===== config.mk =====
export PLATFORM = sky130hd
export DESIGN_NAME = hsv_color_detect
export DESIGN_NICKNAME = d
export VERILOG_FILES = /design/src/rtl/hsv_pkg.sv /design/src/rtl/hsv_window_match.sv /design/src/rtl/hsv_color_detect.sv
export SDC_FILE = /design/constraint.sdc
export NUM_CORES = 1
export LEC_CHECK = 0
export ABC_AREA = 1
export BUFFER_PORTS_ARGS = -buffer_cell sky130_fd_sc_hd__buf_2
export CAP_MARGIN = 10
export CORE_MARGIN = 3
export CORE_UTILIZATION = 58
export CTS_BUF_LIST = sky130_fd_sc_hd__clkbuf_16
export DETAILED_ROUTE_END_ITERATION = 10
export PLACE_DENSITY = 0.86
export SLEW_MARGIN = 20
export SYNTH_ARGS = -nofsm -noshare
export SYNTH_HDL_FRONTEND = slang
export SYNTH_HIERARCHICAL = 1
export SYNTH_SLANG_ARGS = --single-unit

===== constraint.sdc =====
create_clock -name clk -period 6.8 [get_ports clk]
set_input_delay 1.36 -clock clk [delete_from_list [all_inputs] [get_ports clk]]
set_output_delay 1.36 -clock clk [all_outputs]
set_load 0.01 [all_outputs]

===== src/rtl/hsv_pkg.sv =====
// Shared definitions for the HSV colour-detection path: field widths, value
// ranges and the frame FSM encoding.
package hsv_pkg;

  localparam int          HSV_W   = 16;
  localparam logic [15:0] HUE_MAX = 16'd255;
  localparam logic [15:0] SV_MAX  = 16'd100;

  typedef enum logic [1:0] {
    ST_IDLE   = 2'd0,
    ST_ACTIVE = 2'd1,
    ST_DONE   = 2'd2
  } state_e;

endpackage


===== src/rtl/hsv_window_match.sv =====
// Combinational HSV window compare. A hue window with lo > hi wraps through
// zero (red band); S and V are plain lower bounds.
module hsv_window_match
  import hsv_pkg::*;
(
  input  logic [HSV_W-1:0] i_h,
  input  logic [HSV_W-1:0] i_s,
  input  logic [HSV_W-1:0] i_v,
  input  logic [HSV_W-1:0] i_h_lo,
  input  logic [HSV_W-1:0] i_h_hi,
  input  logic [HSV_W-1:0] i_s_min,
  input  logic [HSV_W-1:0] i_v_min,
  output logic             o_match
);

  logic w_hue_ok;

  // Hue test, inclusive on both ends in either window form
  always_comb begin
    w_hue_ok = 1'b0;
    if (i_h_lo <= i_h_hi) begin
      w_hue_ok = (i_h >= i_h_lo) && (i_h <= i_h_hi);
    end else begin
      w_hue_ok = (i_h >= i_h_lo) || (i_h <= i_h_hi);
    end
  end

  assign o_match = w_hue_ok && (i_s >= i_s_min) && (i_v >= i_v_min);

endmodule


===== src/rtl/hsv_color_detect.sv =====
// Per-pixel HSV window mask plus per-frame match count and bounding box,
// published once per completed raster frame.
module hsv_color_detect
  import hsv_pkg::*;
#(
  parameter int WIDTH  = 640,
  parameter int HEIGHT = 480,
  parameter int XW     = $clog2(WIDTH),
  parameter int YW     = $clog2(HEIGHT),
  parameter int CW     = $clog2(WIDTH*HEIGHT+1)
) (
  input  logic             clk,
  input  logic             rst,
  input  logic             in_valid,
  input  logic             in_sof,
  input  logic [HSV_W-1:0] h,
  input  logic [HSV_W-1:0] s,
  input  logic [HSV_W-1:0] v,
  input  logic [HSV_W-1:0] h_lo,
  input  logic [HSV_W-1:0] h_hi,
  input  logic [HSV_W-1:0] s_min,
  input  logic [HSV_W-1:0] v_min,
  output logic             mask_valid,
  output logic             mask,
  output logic             frame_done,
  output logic             frame_err,
  output logic             found,
  output logic [CW-1:0]    match_count,
  output logic [XW-1:0]    x_min,
  output logic [XW-1:0]    x_max,
  output logic [YW-1:0]    y_min,
  output logic [YW-1:0]    y_max
);

  localparam logic [XW-1:0] X_LAST = XW'(WIDTH-1);
  localparam logic [YW-1:0] Y_LAST = YW'(HEIGHT-1);

  state_e           r_state;
  logic [XW-1:0]    r_x;
  logic [YW-1:0]    r_y;
  logic [HSV_W-1:0] r_h_lo, r_h_hi, r_s_min, r_v_min;
  logic [CW-1:0]    r_cnt;
  logic [XW-1:0]    r_xmn, r_xmx;
  logic [YW-1:0]    r_ymn, r_ymx;
  logic             r_mask_valid, r_mask, r_frame_done, r_frame_err, r_found;
  logic [CW-1:0]    r_count_out;
  logic [XW-1:0]    r_xmn_out, r_xmx_out;
  logic [YW-1:0]    r_ymn_out, r_ymx_out;

  logic             w_sof_take, w_accept, w_err, w_match, w_x_end, w_last;
  logic [HSV_W-1:0] w_h_lo, w_h_hi, w_s_min, w_v_min;
  logic [XW-1:0]    w_px, w_xmn_b, w_xmx_b, w_xmn_n, w_xmx_n;
  logic [YW-1:0]    w_py, w_ymn_b, w_ymx_b, w_ymn_n, w_ymx_n;
  logic [CW-1:0]    w_cnt_b, w_cnt_n;

  // An SOF pixel restarts the frame from any state and uses the live thresholds
  assign w_sof_take = in_valid && in_sof;
  assign w_accept   = in_valid && (in_sof || (r_state == ST_ACTIVE));
  assign w_err      = w_sof_take && (r_state == ST_ACTIVE) && ((r_x != '0) || (r_y != '0));
  assign w_h_lo     = w_sof_take ? h_lo  : r_h_lo;
  assign w_h_hi     = w_sof_take ? h_hi  : r_h_hi;
  assign w_s_min    = w_sof_take ? s_min : r_s_min;
  assign w_v_min    = w_sof_take ? v_min : r_v_min;
  assign w_px       = w_sof_take ? '0 : r_x;
  assign w_py       = w_sof_take ? '0 : r_y;
  assign w_x_end    = (w_px == X_LAST);
  assign w_last     = w_x_end && (w_py == Y_LAST);
  assign w_cnt_b    = w_sof_take ? '0 : r_cnt;
  assign w_xmn_b    = w_sof_take ? '1 : r_xmn;
  assign w_xmx_b    = w_sof_take ? '0 : r_xmx;
  assign w_ymn_b    = w_sof_take ? '1 : r_ymn;
  assign w_ymx_b    = w_sof_take ? '0 : r_ymx;

  hsv_window_match u_match (
    .i_h     (h),
    .i_s     (s),
    .i_v     (v),
    .i_h_lo  (w_h_lo),
    .i_h_hi  (w_h_hi),
    .i_s_min (w_s_min),
    .i_v_min (w_v_min),
    .o_match (w_match)
  );

  // Working accumulator update for the current pixel
  always_comb begin
    w_cnt_n = w_cnt_b;
    w_xmn_n = w_xmn_b;
    w_xmx_n = w_xmx_b;
    w_ymn_n = w_ymn_b;
    w_ymx_n = w_ymx_b;
    if (w_accept && w_match) begin
      w_cnt_n = (w_cnt_b == '1) ? w_cnt_b : (w_cnt_b + CW'(1));
      w_xmn_n = (w_px < w_xmn_b) ? w_px : w_xmn_b;
      w_xmx_n = (w_px > w_xmx_b) ? w_px : w_xmx_b;
      w_ymn_n = (w_py < w_ymn_b) ? w_py : w_ymn_b;
      w_ymx_n = (w_py > w_ymx_b) ? w_py : w_ymx_b;
    end else begin
      w_cnt_n = w_cnt_b;
    end
  end

  // Frame FSM, raster position and threshold shadows
  always_ff @(posedge clk) begin
    if (rst) begin
      r_state <= ST_IDLE;
      r_x     <= '0;
      r_y     <= '0;
      r_h_lo  <= '0;
      r_h_hi  <= '0;
      r_s_min <= '0;
      r_v_min <= '0;
    end else begin
      if (w_sof_take) begin
        r_h_lo  <= h_lo;
        r_h_hi  <= h_hi;
        r_s_min <= s_min;
        r_v_min <= v_min;
      end
      if (w_accept) begin
        r_x     <= w_x_end ? '0 : (w_px + XW'(1));
        r_y     <= w_last ? '0 : (w_x_end ? (w_py + YW'(1)) : w_py);
        r_state <= w_last ? ST_DONE : ST_ACTIVE;
      end else if (r_state == ST_DONE) begin
        r_state <= ST_IDLE;
      end
    end
  end

  // Working accumulators
  always_ff @(posedge clk) begin
    if (rst) begin
      r_cnt <= '0;
      r_xmn <= '1;
      r_xmx <= '0;
      r_ymn <= '1;
      r_ymx <= '0;
    end else if (w_accept) begin
      r_cnt <= w_cnt_n;
      r_xmn <= w_xmn_n;
      r_xmx <= w_xmx_n;
      r_ymn <= w_ymn_n;
      r_ymx <= w_ymx_n;
    end
  end

  // Per-pixel mask, pulses and published frame results
  always_ff @(posedge clk) begin
    if (rst) begin
      r_mask_valid <= 1'b0;
      r_mask       <= 1'b0;
      r_frame_done <= 1'b0;
      r_frame_err  <= 1'b0;
      r_found      <= 1'b0;
      r_count_out  <= '0;
      r_xmn_out    <= '1;
      r_xmx_out    <= '0;
      r_ymn_out    <= '1;
      r_ymx_out    <= '0;
    end else begin
      r_mask_valid <= w_accept;
      r_mask       <= w_accept && w_match;
      r_frame_done <= w_accept && w_last;
      r_frame_err  <= w_err;
      if (w_accept && w_last) begin
        r_found     <= (w_cnt_n != '0);
        r_count_out <= w_cnt_n;
        r_xmn_out   <= (w_cnt_n != '0) ? w_xmn_n : '1;
        r_xmx_out   <= (w_cnt_n != '0) ? w_xmx_n : '0;
        r_ymn_out   <= (w_cnt_n != '0) ? w_ymn_n : '1;
        r_ymx_out   <= (w_cnt_n != '0) ? w_ymx_n : '0;
      end
    end
  end

  assign mask_valid  = r_mask_valid;
  assign mask        = r_mask;
  assign frame_done  = r_frame_done;
  assign frame_err   = r_frame_err;
  assign found       = r_found;
  assign match_count = r_count_out;
  assign x_min       = r_xmn_out;
  assign x_max       = r_xmx_out;
  assign y_min       = r_ymn_out;
  assign y_max       = r_ymx_out;

endmodule


== Yosys cells after proc, flatten, opt, wreduce, memory -nomap -nowiden ==
Cells that the tools add are included.

* Bits in registers: 204
* Word-level logic and storage cells: 88
* Input bits: 116
* Output and inout bits: 62

* Reduce and logical (&&, ||, !) cells: 17
* Multiplexer cells: 32
* Equality and inequality tests: 5
* Magnitude comparators: 9
* Add/subtract/negate cells: 3

{| class="wikitable"
|+ Operator list
! operator !! number
|-
| 10-bit two-way mux || 10
|-
| 9-bit two-way mux || 11
|-
| 16-bit two-way mux || 4
|-
| 19-bit two-way mux || 3
|-
| 16-bit >= comparator || 3
|-
| 16-bit less-or-equal comparator || 2
|-
| 19-bit by 1-bit adder with 19-bit output (second input constant) || 1
|-
| 19-bit equality test (second input constant) || 1
|-
| 19-bit nonzero test || 1
|-
| 10-bit by 1-bit adder with 10-bit output (second input constant) || 1
|-
| 10-bit equality test (second input constant) || 1
|-
| 10-bit greater-than comparator || 1
|-
| 1-bit logical AND || 10
|-
| 10-bit < comparator || 1
|-
| 10-bit nonzero test || 1
|-
| 9-bit by 1-bit adder with 9-bit output (second input constant) || 1
|-
| 9-bit equality test (second input constant) || 1
|-
| 9-bit greater-than comparator || 1
|-
| 9-bit < comparator || 1
|-
| 9-bit nonzero test || 1
|-
| 2-bit two-way mux || 3
|-
| 1-bit logical OR || 3
|-
| 2-bit by 1-bit equality test with 1-bit output (second input constant) || 1
|-
| 2-bit equality test (second input constant) || 1
|-
| 2 further kinds || 2
|}

== Depth between registers and ports, before layout ==
* Depth after elaboration: 11
* Mapped depth: 38
* Mapped depth without buffers: 33

== Cells and area by module ==
Netlist, hierarchy kept.

{| class="wikitable"
|+ By module, submodules not included
! module !! instances !! area an instance (um2) !! seq. area each (um2) !! cells each
|-
| hsv_color_detect || 1 || 9973.3 || 4083.9 || 1436
|-
| hsv_window_match || 1 || 2055.7 || 0.0 || 328
|}

== Worst setup path after synthesis ==
No wires, ideal clock.

* Path kind: input-to-reg
* Start: in in_valid
* End: reg r_xmx_out[9] (netlist: x_max[9])
* Data required time: 6.668 ns
* Library setup time: 0.132 ns
* Path buffers: 6
* Setup slack: 1.620 ns
* Stages: 34
* Arrival: 5.047 ns
* Path through: nand2_2 inv_1 buf_2 buf_2 buf_1 clkbuf_1 or2_2 o21ai_0 inv_1 inv_1 ha_1 a21o_1 nor2_1 nand2_1 nand2_1 nand2_1 nand2_1 nor2_1 nor2_1 nand2_1 nor2_2 inv_1 nor2_2 inv_2 nor2_1 nand3_1 xor2_1 nand2_1 nor2_1 nand3_2 buf_6 buf_6 nand3_1 a21oi_1

* Word-level cells in the longest chain between the ends: 11
* Elaborated cells on any way between the ends: 34
* Classes of those cells: add/sub: 1; order compare: 6; eq/ne: 3; mux: 14; reduce/logical: 10

{| class="wikitable"
|+ RTL lines
! element !! RTL line !! RTL
|-
| start, declared || hsv_color_detect.sv:14 || <nowiki>input logic in_valid,</nowiki>
|-
| 1-bit logical AND (*) || hsv_color_detect.sv:57 || <nowiki>assign w_sof_take = in_valid && in_sof;</nowiki>
|-
| 16-bit two-way mux (*) || -- ||
|-
| via w_h_hi[7] || hsv_color_detect.sv:51 || <nowiki>logic [HSV_W-1:0] w_h_lo, w_h_hi, w_s_min, w_v_min;</nowiki>
|-
| 16-bit less-or-equal comparator || hsv_window_match.sv:22, hsv_window_match.sv:24 ||
|-
| 1-bit logical OR / 1-bit logical AND (equally long branches) || hsv_window_match.sv:24, hsv_window_match.sv:22 ||
|-
| 1-bit two-way mux (*) || hsv_window_match.sv:21 || <nowiki>if (i_h_lo <= i_h_hi) begin</nowiki>
|-
| 1-bit logical AND (*) (2 in a row) || hsv_window_match.sv:28 || <nowiki>assign o_match = w_hue_ok && (i_s >= i_s_min) && (i_v >= i_v_min);</nowiki>
|-
| via w_match || hsv_color_detect.sv:50 || <nowiki>logic w_sof_take, w_accept, w_err, w_match, w_x_end, w_last;</nowiki>
|-
| 1-bit logical AND (*) || hsv_color_detect.sv:92 || <nowiki>if (w_accept && w_match) begin</nowiki>
|-
| 19-bit two-way mux || hsv_color_detect.sv:92 ||
|-
| 19-bit nonzero test || hsv_color_detect.sv:169 || <nowiki>r_xmx_out <= (w_cnt_n != '0) ? w_xmx_n : '0;</nowiki>
|-
| 10-bit two-way mux (*) || hsv_color_detect.sv:169 ||
|-
| end signal, assigned || hsv_color_detect.sv:169 ||
|-
| end, declared || hsv_color_detect.sv:47 || <nowiki>logic [XW-1:0] r_xmn_out, r_xmx_out;</nowiki>
|}

Mark *: on every way through the listed nets, which the timed path passes. The rest lies on a longest branch.
A chain may end at the register's enable or synchronous reset.

== Final worst setup path ==
* Start: in in_valid
* End: reg r_xmn_out[8] (netlist: x_min[8])

* Elaborated cells on any way between the ends: 34
* Classes of those cells: add/sub: 1; order compare: 6; eq/ne: 3; mux: 14; reduce/logical: 10

{| class="wikitable"
|+ RTL lines
! element !! RTL line !! RTL
|-
| 1-bit logical AND (*) || hsv_color_detect.sv:57 ||
|-
| 16-bit two-way mux (*) || -- ||
|-
| via w_s_min[1] || hsv_color_detect.sv:51 ||
|-
| 16-bit >= comparator (*) || hsv_window_match.sv:28 ||
|-
| 1-bit logical AND (*) (2 in a row) || hsv_window_match.sv:28 ||
|-
| via w_match || hsv_color_detect.sv:50 ||
|-
| 1-bit logical AND (*) || hsv_color_detect.sv:92 ||
|-
| 19-bit two-way mux || hsv_color_detect.sv:92 ||
|-
| 19-bit nonzero test || hsv_color_detect.sv:168 || <nowiki>r_xmn_out <= (w_cnt_n != '0) ? w_xmn_n : '1;</nowiki>
|-
| 10-bit two-way mux (*) || hsv_color_detect.sv:168 ||
|-
| end signal, assigned || hsv_color_detect.sv:168 ||
|-
| end, declared || hsv_color_detect.sv:47 ||
|}

Marks and branches as above.

==> metrics.yaml <==
status: "completed"
fin_tns_setup_ns: 0
crit_type: "input port to flop"
gr-total-overflow: 0
cp_slowest_stage_delay_ns: 0.76
async_reset_ff_share_pct: 0
synth_cells: 1764
viasPerCell: 5.271
regToRegEndpoint: "x_min[8]"
first_global_vias: 10800
maxCapViolCount: 0
die_h_um: 150.0
yosys_warnings: 6
gp_congestion: 0.9495
cts_resized: 0
netlist_top_cells_count: "nand2_1 (348), inv_1 (257), nor2_1 (222)"
worstHoldPathType: "flop to flop"
ir_drop_uv: 179.6
setup_viol: 0
hold_viol: 0
critPathSlowestCell: "buf_4"
finalPower_mw: 2.889
num_vias: 11550
tightest_slew_ns: 1.057
drt_iter0_drc: 671
grt_first_pass_wirelength_um: 49430
max_freq_mhz: 174.2
cts_tree: "built"
antenna_found_initial: 4
use_met3_pct: 6.148
crit_required_ns: 7.17
layout-drive-gt1-share_pct: 17.03
rsz0062_at_grt: "false"
start_util_pct: 59.26
route.detailed.drc: 0
grt.busiest_layer: "met2"
crit_top_cell: "nand2_1"
area_growth_pct: 14.37
grt_max_degree: 110
skew_ns: 0.007038
worst_r2r_path_depth: 31
synth_cell_type_count: 39
ant_nets: 0
die_width_um: 150.0
fin_crit_sh_pct: 84.42
cts.path.max_buffers: 3
htree_levels: 1
routedWlPerCell_um: 13.76
clock_latency_ns: 0.52
cts_hold_buf: 0
slew_violations: 0
relSlewSlack_pct: 29.43
r2r-start: "r_h_hi[2]"
core-area_um2: 20300
final_cell_area_um2: 13760
synth_nets: 1998
num_io_pins: 178
groute.layer.met2.usage_pct: 45.82
cp_max_fo: 109
rows: 52
startpoint: "in_valid"
cts_inserted_buffers: 23
cp.arrival_ns: 6.11
wl_um: 30150
synth-seq-cells: 204
synth_area_leader_cell: "dfxtp_1"
port_buffers: 177
end_kind: "flop"
synth.most_common_cell: "nand2_1"
yosysSeqAreaShare_pct: 33.95
firstDrtPassIters: 5
grtUsageMet1_pct: 31.74
finalCriticalPeriod_ns: 5.740
synth_top_area_share_pct: 33.95
place_ws_ns: 0.5760
placed_area_um2: 13010
syn-cell-area_um2: 12030
r2r_slack_ns: 2.61
track_usage_pct: 26.22
fin_ws_ns: 1.060
ys.flop_type: "dfxtp_1"
crit_end: "x_min[8]"
root_buffer: "clkbuf_16"
die_area_um2: 22500
power_density_nw_per_um2: 210.0
syn_avg_cell_area_um2: 6.819
final_nets: 2138
synth_edf_count: 0
synth.top_cells.by_area: "dfxtp_1 (34%), ha_1 (12%), nand2_1 (11%)"
post-dp-hpwl_um: 21530
clk_pin_slew_ns: 0.06
cts_sinks: 204
start_kind: "input port"
post-cts-setup-buffers: 0
leakage_nw: 6.896
==> worst min-delay path by stage <==
stage          endpoint  depth (start not counted)  startpoint
2_1_floorplan    r_x[1]                          2      r_x[1]
3_3_place_gp      found                          2       found
3_5_place_dp   x_max[8]                          2    x_max[8]
4_1_cts        x_max[8]                          2    x_max[8]
5_1_grt        x_max[3]                          2    x_max[3]
6_report       x_max[3]                          2    x_max[3]
==> metal layers <==
layer	part of all wire (%)	up-vias
met3	7.6	76
met4	2.9	6
met1	41	5215
li1	-	5888
met2	48	364
met5	0.11	-
==> worst max-delay path: cells and delay by family <==
family / cells / cell delay (ns)
compound gates: 2 / 0.35
xor+xnor: 1 / 0.18
fa+ha+maj: 1 / 0.31
simple gates: 20 / 1.99
buf+inv: 8 / 1.81
==> stage by stage <==
stage          util (%)  instances  hold WS [ns]
6_report          67.78       2191        0.4638
4_1_cts           67.75       2190        0.4647
5_1_grt           67.76       2190        0.4838
2_1_floorplan         -       1764        0.4453
3_5_place_dp      64.07       2149        0.4548
3_3_place_gp      64.07       2149        0.4510
==> sequential cells by signal (all words and copies together) (netlist names), 2 cells and up <==
register / flops
r_s_min: 16
match_count: 19
r_xmn: 10
r_h_hi: 16
y_max: 9
r_v_min: 16
r_cnt: 19
r_x: 10
r_ymn: 9
r_h_lo: 16
r_ymx: 9
x_max: 10
r_xmx: 10
r_y: 9
x_min: 10
y_min: 9
r_state: 2
==> power by group <==
group / total, mW / leakage (nW) / switching (mW) / internal (mW)
combinational: 0.407 / 4.87 / 0.250 / 0.157
clock: 1.25 / 0.364 / 0.515 / 0.731
sequential: 1.24 / 1.66 / 0.00785 / 1.23
==> layout make-up <==
class	count	area [µm²]
inverter	260	975.9
clock buffer	23	575.6
tap	270	337.8
fill	1751	6541
sequential	204	4084
antenna	1	2.502
clock inverter	18	172.7
timing repair buffer	188	970.9
multi-input combinational	1227	6639
==> cell families (layout without fill, tap and decap cells) <==
kind of cell             after synthesis  after routing  synth area share (%)
AND/OR/NAND/NOR                      837            837                 30.76
buffers and inverters                333            489                 10.92
AO/OA/AOI/OAI                        257            257                 11.00
flip-flops                           204            204                 33.95
adder cells (fa/ha/maj)              118            118                 12.27
XOR/XNOR                              15             15                 1.092
other                                  0              1                     0
==> layout by cell type, fill, tap and decap left out, types with 3 or more instances in the layout <==
cell type   count
nor2_2          5
inv_1         257
nand3_2         4
clkbuf_16      23
nor2_1        222
dfxtp_1       204
o21a_1          4
nand3_1       122
bufinv_16       3
inv_2           4
nand2_1       347
nand4_1        19
or2_1           6
nor2_4          4
buf_4          12
nor4_1          7
clkinv_1        5
nor3_1         14
nand2_2         5
a21oi_1        95
clkinvlp_4      3
xor2_1         13
o21ai_0       146
ha_1          118
clkinv_2        4
buf_2         176
or2_2          78
No activity file was read; power rests on OpenSTA's default activity.
